===== src/rtl/cla_adder_pipe_if.sv =====
// Streaming operand/result bus for the pipelined CLA adder/subtractor.
// master drives operands and accepts results; slave is the arithmetic unit.
interface cla_adder_pipe_if #(
    parameter int WIDTH = 16
);
    logic             in_valid;
    logic             in_ready;
    logic [WIDTH-1:0] a;
    logic [WIDTH-1:0] b;
    logic             cin;
    logic             sub;
    logic             out_valid;
    logic             out_ready;
    logic [WIDTH-1:0] sum;
    logic             cout;
    logic             ovf;

    modport master (
        output in_valid, a, b, cin, sub, out_ready,
        input  in_ready, out_valid, sum, cout, ovf
    );

    modport slave (
        input  in_valid, a, b, cin, sub, out_ready,
        output in_ready, out_valid, sum, cout, ovf
    );
endinterface


===== src/rtl/cla_adder_pipe.sv =====
// Two-stage pipelined carry-lookahead adder/subtractor with 4-bit groups; latency 2, 1 op/cycle.
// Backpressure: each stage advances when empty or when the next one drains; in_ready ignores in_valid.
module cla_adder_pipe #(
    parameter int WIDTH = 16
) (
    input  logic               clk,
    input  logic               rst,
    cla_adder_pipe_if.slave    bus
);
    localparam int NGROUPS = WIDTH / 4;

    // Group generate/propagate: {G, P}
    function automatic logic [1:0] group_gp(input logic [3:0] p, input logic [3:0] g);
        logic gg;
        logic gp;
        gg = g[3] | (p[3] & g[2]) | (p[3] & p[2] & g[1]) | (p[3] & p[2] & p[1] & g[0]);
        gp = p[3] & p[2] & p[1] & p[0];
        return {gg, gp};
    endfunction

    // Carry into each bit of a group, given the group carry-in.
    function automatic logic [3:0] group_bit_carries(input logic [3:0] p, input logic [3:0] g,
                                                     input logic c);
        logic [3:0] cc;
        cc[0] = c;
        cc[1] = g[0] | (p[0] & c);
        cc[2] = g[1] | (p[1] & g[0]) | (p[1] & p[0] & c);
        cc[3] = g[2] | (p[2] & g[1]) | (p[2] & p[1] & g[0]) | (p[2] & p[1] & p[0] & c);
        return cc;
    endfunction

    // Second lookahead level: each group carry as a flat sum of products, not a ripple.
    function automatic logic [NGROUPS:0] group_carries(input logic [NGROUPS-1:0] gg,
                                                       input logic [NGROUPS-1:0] gp,
                                                       input logic c0);
        logic [NGROUPS:0] cg;
        logic             term_p;
        cg[0] = c0;
        for (int k = 0; k < NGROUPS; k++) begin
            cg[k+1] = gg[k];
            term_p  = gp[k];
            for (int j = k - 1; j >= 0; j--) begin
                cg[k+1] = cg[k+1] | (term_p & gg[j]);
                term_p  = term_p & gp[j];
            end
            cg[k+1] = cg[k+1] | (term_p & c0);
        end
        return cg;
    endfunction

    logic               s1_valid_q, s1_valid_d;
    logic [WIDTH-1:0]   p_q, p_d;
    logic [WIDTH-1:0]   g_q, g_d;
    logic               c0_q, c0_d;
    logic [NGROUPS-1:0] gg_q, gg_d;
    logic [NGROUPS-1:0] gp_q, gp_d;

    logic               s2_valid_q, s2_valid_d;
    logic [WIDTH-1:0]   sum_q, sum_d;
    logic               cout_q, cout_d;
    logic               ovf_q, ovf_d;

    logic               s1_en;
    logic               s2_en;
    logic [WIDTH-1:0]   b_eff;
    logic [NGROUPS:0]   grp_c;
    logic [WIDTH-1:0]   carry;

    always_comb begin
        s2_en = !s2_valid_q || bus.out_ready;
        s1_en = !s1_valid_q || s2_en;
    end

    assign bus.in_ready  = s1_en;
    assign bus.out_valid = s2_valid_q;
    assign bus.sum       = sum_q;
    assign bus.cout      = cout_q;
    assign bus.ovf       = ovf_q;

    always_comb begin
        b_eff      = bus.sub ? ~bus.b : bus.b;
        s1_valid_d = s1_valid_q;
        p_d        = p_q;
        g_d        = g_q;
        c0_d       = c0_q;
        gg_d       = gg_q;
        gp_d       = gp_q;
        if (s1_en) begin
            s1_valid_d = bus.in_valid;
            if (bus.in_valid) begin
                p_d  = bus.a ^ b_eff;
                g_d  = bus.a & b_eff;
                c0_d = bus.sub | bus.cin;
                for (int k = 0; k < NGROUPS; k++) begin
                    {gg_d[k], gp_d[k]} = group_gp(p_d[4*k +: 4], g_d[4*k +: 4]);
                end
            end
        end
    end

    always_comb begin
        grp_c = group_carries(gg_q, gp_q, c0_q);
        carry = '0;
        for (int k = 0; k < NGROUPS; k++) begin
            carry[4*k +: 4] = group_bit_carries(p_q[4*k +: 4], g_q[4*k +: 4], grp_c[k]);
        end
        s2_valid_d = s2_valid_q;
        sum_d      = sum_q;
        cout_d     = cout_q;
        ovf_d      = ovf_q;
        if (s2_en) begin
            s2_valid_d = s1_valid_q;
            // Result regs only load real beats so idle outputs stay quiet.
            if (s1_valid_q) begin
                sum_d  = p_q ^ carry;
                cout_d = grp_c[NGROUPS];
                ovf_d  = carry[WIDTH-1] ^ grp_c[NGROUPS];
            end
        end
    end

    always_ff @(posedge clk or posedge rst) begin
        if (rst) begin
            s1_valid_q <= 1'b0;
            p_q        <= '0;
            g_q        <= '0;
            c0_q       <= 1'b0;
            gg_q       <= '0;
            gp_q       <= '0;
            s2_valid_q <= 1'b0;
            sum_q      <= '0;
            cout_q     <= 1'b0;
            ovf_q      <= 1'b0;
        end else begin
            s1_valid_q <= s1_valid_d;
            p_q        <= p_d;
            g_q        <= g_d;
            c0_q       <= c0_d;
            gg_q       <= gg_d;
            gp_q       <= gp_d;
            s2_valid_q <= s2_valid_d;
            sum_q      <= sum_d;
            cout_q     <= cout_d;
            ovf_q      <= ovf_d;
        end
    end
endmodule


===== src/flat_wrapper.sv =====
// flat-port wrapper written by rule: the top's interface ports become plain ports
module cla_adder_pipe_flat 
#(
    parameter int WIDTH = 16
)
  (clk, rst, bus_in_valid, bus_a, bus_b, bus_cin, bus_sub, bus_out_ready, bus_in_ready, bus_out_valid, bus_sum, bus_cout, bus_ovf);
  cla_adder_pipe_if #(.WIDTH(WIDTH)) bus_i ();
  input  logic clk;
  input  logic rst;
  input wire logic [$bits(bus_i.in_valid)-1:0] bus_in_valid;
  input wire logic [$bits(bus_i.a)-1:0] bus_a;
  input wire logic [$bits(bus_i.b)-1:0] bus_b;
  input wire logic [$bits(bus_i.cin)-1:0] bus_cin;
  input wire logic [$bits(bus_i.sub)-1:0] bus_sub;
  input wire logic [$bits(bus_i.out_ready)-1:0] bus_out_ready;
  output wire logic [$bits(bus_i.in_ready)-1:0] bus_in_ready;
  output wire logic [$bits(bus_i.out_valid)-1:0] bus_out_valid;
  output wire logic [$bits(bus_i.sum)-1:0] bus_sum;
  output wire logic [$bits(bus_i.cout)-1:0] bus_cout;
  output wire logic [$bits(bus_i.ovf)-1:0] bus_ovf;
  assign bus_i.in_valid = bus_in_valid;
  assign bus_i.a = bus_a;
  assign bus_i.b = bus_b;
  assign bus_i.cin = bus_cin;
  assign bus_i.sub = bus_sub;
  assign bus_i.out_ready = bus_out_ready;
  assign bus_in_ready = bus_i.in_ready;
  assign bus_out_valid = bus_i.out_valid;
  assign bus_sum = bus_i.sum;
  assign bus_cout = bus_i.cout;
  assign bus_ovf = bus_i.ovf;
  cla_adder_pipe #(.WIDTH(WIDTH)) u_core (.clk(clk), .rst(rst), .bus(bus_i));
endmodule

===== config.mk =====
export PLATFORM = sky130hd
export DESIGN_NAME = cla_adder_pipe_flat
export DESIGN_NICKNAME = d
export VERILOG_FILES = /design/src/rtl/cla_adder_pipe_if.sv /design/src/rtl/cla_adder_pipe.sv /design/src/flat_wrapper.sv
export SDC_FILE = /design/constraint.sdc
export NUM_CORES = 1
export LEC_CHECK = 0
export CORE_MARGIN = 1
export CORE_UTILIZATION = 52
export DETAILED_ROUTE_END_ITERATION = 10
export PLACE_DENSITY_LB_ADDON = 0.08
export SLEW_MARGIN = 30
export SYNTH_ARGS = -nofsm -noshare
export SYNTH_HDL_FRONTEND = slang
export SYNTH_SLANG_ARGS = --single-unit
export TNS_END_PERCENT = 100

===== constraint.sdc =====
create_clock -name clk -period 2.22 [get_ports clk]
set_input_delay 0.444 -clock clk [delete_from_list [all_inputs] [get_ports clk]]
set_output_delay 0.444 -clock clk [all_outputs]
set_load 0.05 [all_outputs]

## Yosys cells after proc, flatten, opt, wreduce, memory -nomap -nowiden

Cells that the tools add are included.

- ROM bits: 0
- Bits in latches: 0
- Memories: 0
- Output and inout port bits: 20
- Logic and storage cells: 145
- Bits of input ports: 38
- Bits in writable memories: 0
- Register bits after elaboration: 60

- $mul: 0
- Div/mod/pow operators: 0
- Bitwise gates (word level): 128
- Magnitude comparators: 0
- Mux-type cells: 1
- $add $sub $neg: 0
- Reductions and logical operators: 6
- Equal/unequal tests: 0
- Shift operators: 0

Operators with widths:

| kind | count |
|---|---|
| 1-bit bitwise AND | 76 |
| 1-bit bitwise OR | 47 |
| 16-bit XOR | 2 |
| 16-bit bitwise AND | 1 |
| 16-bit two-way mux | 1 |
| 16-bit NOT | 1 |
| 2-bit AND reduction | 2 |
| 1-bit zero test | 2 |
| 1-bit logical OR | 2 |
| 1-bit XOR | 1 |

## Longest topological paths before layout

- Word-level depth: 7
- Depth in mapped cells: 8

## Worst setup path after synthesis

OpenSTA, ideal clock, no wires.

- Path kind: register to register
- From: reg u_core.s2_valid_q (netlist: u_core.bus.out_valid)
- To: reg u_core.p_q[0]
- Period minus slack after synthesis: 2.215 ns
- Data required time: 2.095 ns
- Buffers on the path: 1
- Path slack: 0.005 ns
- Arrival: 2.090 ns
- Cell stages (with the launch flop): 5
- Cell sequence: dfrtp_1 -> nand3b_1 -> nand2_2 -> buf_4 -> mux2_2

- Word-level cells in the longest chain between the ends: 4

Ends and longest elaborated chain:

| item | RTL line | RTL |
|---|---|---|
| start: declaration | cla_adder_pipe.sv:58 | `logic s2_valid_q, s2_valid_d;` |
| start signal: assignment | cla_adder_pipe.sv:141 | `s2_valid_q <= s2_valid_d;` |
| 1-bit zero test | cla_adder_pipe.sv:70 | `s2_en = !s2_valid_q \|\| bus.out_ready;` |
| 1-bit logical OR | cla_adder_pipe.sv:70 |  |
| 1-bit logical OR | cla_adder_pipe.sv:71 | `s1_en = !s1_valid_q \|\| s2_en;` |
| named net bus_in_ready | flat_wrapper.sv:16 | `output wire logic [$bits(bus_i.in_ready)-1:0] bus_in_ready;` |
| 2-bit AND reduction (no line) | n/a |  |
| end signal: assignment | cla_adder_pipe.sv:136 | `p_q <= p_d;` |
| end: declaration | cla_adder_pipe.sv:52 | `logic [WIDTH-1:0] p_q, p_d;` |

The timed path passes the listed nets, and every way through them passes these cells.
A chain may end at the register's enable or synchronous reset.

## Worst setup path after layout

- From: reg u_core.sum_q[2] (netlist: u_core.bus.sum[2])
- To: out bus_sum[2]

RTL lines:

| item | RTL line | RTL |
|---|---|---|
| start: declaration | cla_adder_pipe.sv:59 | `logic [WIDTH-1:0] sum_q, sum_d;` |
| start signal: assignment | cla_adder_pipe.sv:142 | `sum_q <= sum_d;` |
| end: declaration | flat_wrapper.sv:18 | `output wire logic [$bits(bus_i.sum)-1:0] bus_sum;` |

No word-level cell between the ends.

==> results.md <==
* Status: completed
* Synth-to-Final Area Change at 31.2%
* RSZ-0062 raised after global routing: no
* DRC violations left at 0
* Clock Latency Late Sink at 320 ps
* Clk_skew at 6.72 ps
* Post-synth top area share at 0.486
* Clock buffer depth at 2
* Maximum VDD drop at 0.564 mV
* Resize count post-CTS at 0
* Finished Cell Area at 3850 um2
* PwrDens at 1080 nW/um2
* Worst-path fanout max at 2
* CTS Root Cell: clkbuf_8
* Fill cells at 398
* Post-CTS Setup Inserts at 0
* Synth area leader: dfrtp_1
* Synthesized flop and latch total at 57
* CTS tree: done
* HP Class: in2async
* TritonCTS buffer count at 9
* First-pass GRT wire length at 9.32 mm
* Max Clk Rate at 0.511 GHz
* Gpl congestion at 0.802
* Final Slew Violations at 0
* CP max stage cell: clkdlybuf4s50_1
* Seq/Total Area, Yosys at 0.486
* Endpoints failing setup at 0
* Chip Width at 77.1 um
* GR Util All Layers at 0.203
* Pre-antenna DRT Iters at 4
* Crit-path cells: clkdlybuf4s50_1
* Yosys Warn Count at 0
* Hold Buf Count CTS at 0
* H-tree Lvls at 3
* Mean Syn Cell Area at 11.7 um2
* Relative slew slack at 0.662
* Vias in the first global route at 2008
* Post-synthesis cell count at 251
* Dpl hpwl at 3.86 mm
* Antenna diodes at 0
* DR vias at 2043
* Syn Nets at 309
* Die height at 77.1 um
* Initial drt markers at 111
* Final WL at 5.33 mm
* Critical path's top delay family: buffers and inverters
* Port bufs at 57
* Core area at 5270 um2
* Layout Utilization at 0.730
* Initial Utilization at 0.557
* Via-per-instance ratio at 5.20
* CP required at 1780 ps
* Die area at 5940 um2
* Final Cycle Share at 0.882
* Critical setup path kind: reg2out
* Largest cells by area after synthesis: dfrtp_1 (49%), mux2_2 (12%), ha_1 (8.5%)
* Largest net degree at the start of global routing at 47
* Pleak at 0.00176 uW
* Nets@finish at 376
* Max_cap viols at 0
* Max stage delay on crit path at 820 ps
* Global route total overflow at 0
* Initial antenna violation count at 0
* Post-route ant nets at 0
* Syn Std Cell Area at 2930 um2
* Routed wire per std cell at 13.6 um
* Buffers and inverters on the worst path at 1
* Worst Max-Slew Pin Slew at 505 ps
* Clk sinks at 57
* Num rows at 26
* Cell Area, Placed at 3640 um2
* Netlist cell types at 31
* Critical Path Sink Type: output pin
* WP data arrival at 1510 ps
* Reg clk slew, reported paths at 60 ps
* Total I/O pin count at 58
* Fin. Hold Viols at 0
* Min cycle time layout at 1960 ps
* Share of layout cells above drive strength 1 at 0.211
* Worst setup SP type: flop
## cell usage in the layout (no fill, tap or decap)
master	instances
clkdlybuf4s50_1	56
nor2_1	5
o31ai_2	1
bufinv_16	1
o21ai_2	1
nand2b_1	4
nand3b_1	1
a21oi_4	1
nand2_2	1
xnor2_1	4
buf_12	4
dfrtp_1	57
clkbuf_8	12
clkbuf_1	2
o21bai_1	2
o21ai_0	23
mux2_2	32
inv_1	2
nand4_1	4
buf_4	5
xor2_1	25
a21oi_2	3
a31oi_4	1
a21oi_1	8
a21o_1	9
o21ai_1	3
clkinv_2	1
ha_1	20
a21o_2	2
a211oi_1	1
nand2_1	28
a31oi_1	1
o211ai_2	1
inv_2	2
## worst paths after layout
kind	from	to	slack [ps]	depth (start not counted)
setup / recovery	u_core.bus.sum[2]$_DFFE_PP0P_	bus_sum[2]	260	1
hold / removal	rst	u_core.bus.out_valid$_DFFE_PP0P_	410	2
setup reg to reg	u_core.c0_q$_DFFE_PP0P_	u_core.bus.sum[8]$_DFFE_PP0P_	550	5
hold reg to reg	u_core.bus.sum[11]$_DFFE_PP0P_	u_core.bus.sum[11]$_DFFE_PP0P_	480	2
max in group asynchronous	rst	u_core.p_q[3]$_DFFE_PP0P_	1320	3
min in group clk	u_core.bus.sum[11]$_DFFE_PP0P_	u_core.bus.sum[11]$_DFFE_PP0P_	480	2
## cell usage after synthesis
cell type,count
a211oi_1,1
a21o_1,9
a21o_2,2
a21oi_1,8
a21oi_2,3
a21oi_4,1
a31oi_1,1
a31oi_4,1
buf_2,4
buf_4,1
buf_6,2
clkbuf_1,2
dfrtp_1,57
ha_1,20
inv_1,3
inv_2,1
mux2_2,32
nand2_1,28
nand2_2,1
nand2b_1,4
nand3b_1,1
nand4_1,4
nor2_1,5
o211ai_2,1
o21ai_0,23
o21ai_1,3
o21ai_2,1
o21bai_1,2
o31ai_2,1
xnor2_1,4
xor2_1,25
## layout make-up
type / instances / area (um2) / area share
Inverter: 4 / 15.0 / 0.00390
Clock inverter: 2 / 35.0 / 0.00910
Sequential cell: 57 / 1430 / 0.371
Multi-Input combinational cell: 181 / 1430 / 0.373
Clock buffer: 14 / 173 / 0.0449
Timing Repair Buffer: 65 / 678 / 0.176
Tap cell: 70 / 87.6 / 0.0228
## worst reg2reg max path, cell delays in order, from the launching register on
cell	delay [ps]
dfrtp_1	440
a21oi_4	260
inv_2	90
a21o_2	220
ha_1	290
mux2_2	260
## stage by stage
step                      setup TNS, ps  total power [uW]  hold slack (ps)  std cells  setup slack, ps
after detailed placement          -45.5              3180              470        377            -30.3
after CTS                             0              4190              415        393              248
after floorplan                       0              2630              450        251             5.34
after global placement                0              3150              462        377             41.9
after global routing                  0              4380              439        393              131
final                                 0              4150              412        393              261
## state kept, by name, indices dropped and copies added, names as in the netlist
name	cells
u_core.bus.cout	1
u_core.p_q	16
u_core.s1_valid_q	1
u_core.gp_q	4
u_core.bus.sum	16
u_core.g_q	12
u_core.bus.ovf	1
u_core.c0_q	1
u_core.bus.out_valid	1
u_core.gg_q	4
## report_power, final
| group | switching (uW) | internal (uW) | total [uW] |
|---|---|---|---|
| Combinational | 949 | 688 | 1640 |
| Sequential | 198 | 1320 | 1510 |
| Clock | 387 | 610 | 997 |
## metal layers
| layer | track usage | vias to the layer above | wire, um |
|---|---|---|---|
| met5 | 0 | - | 0 |
| met4 | 0.102 | 0 | 101 |
| met3 | 0.0417 | 9 | 204 |
| met2 | 0.310 | 45 | 2410 |
| met1 | 0.274 | 968 | 2620 |
| li1 | - | 1021 | - |
## logic make-up after synthesis
kind of cell    count (synthesis)  synth area share
fa+ha+maj                      20            0.0853
buf+inv                        13            0.0247
flops                          57             0.486
mux                            32             0.123
xor+xnor                       29            0.0866
simple gates                   43            0.0640
compound gates                 57             0.130
(Power assumes the default switching activity.)
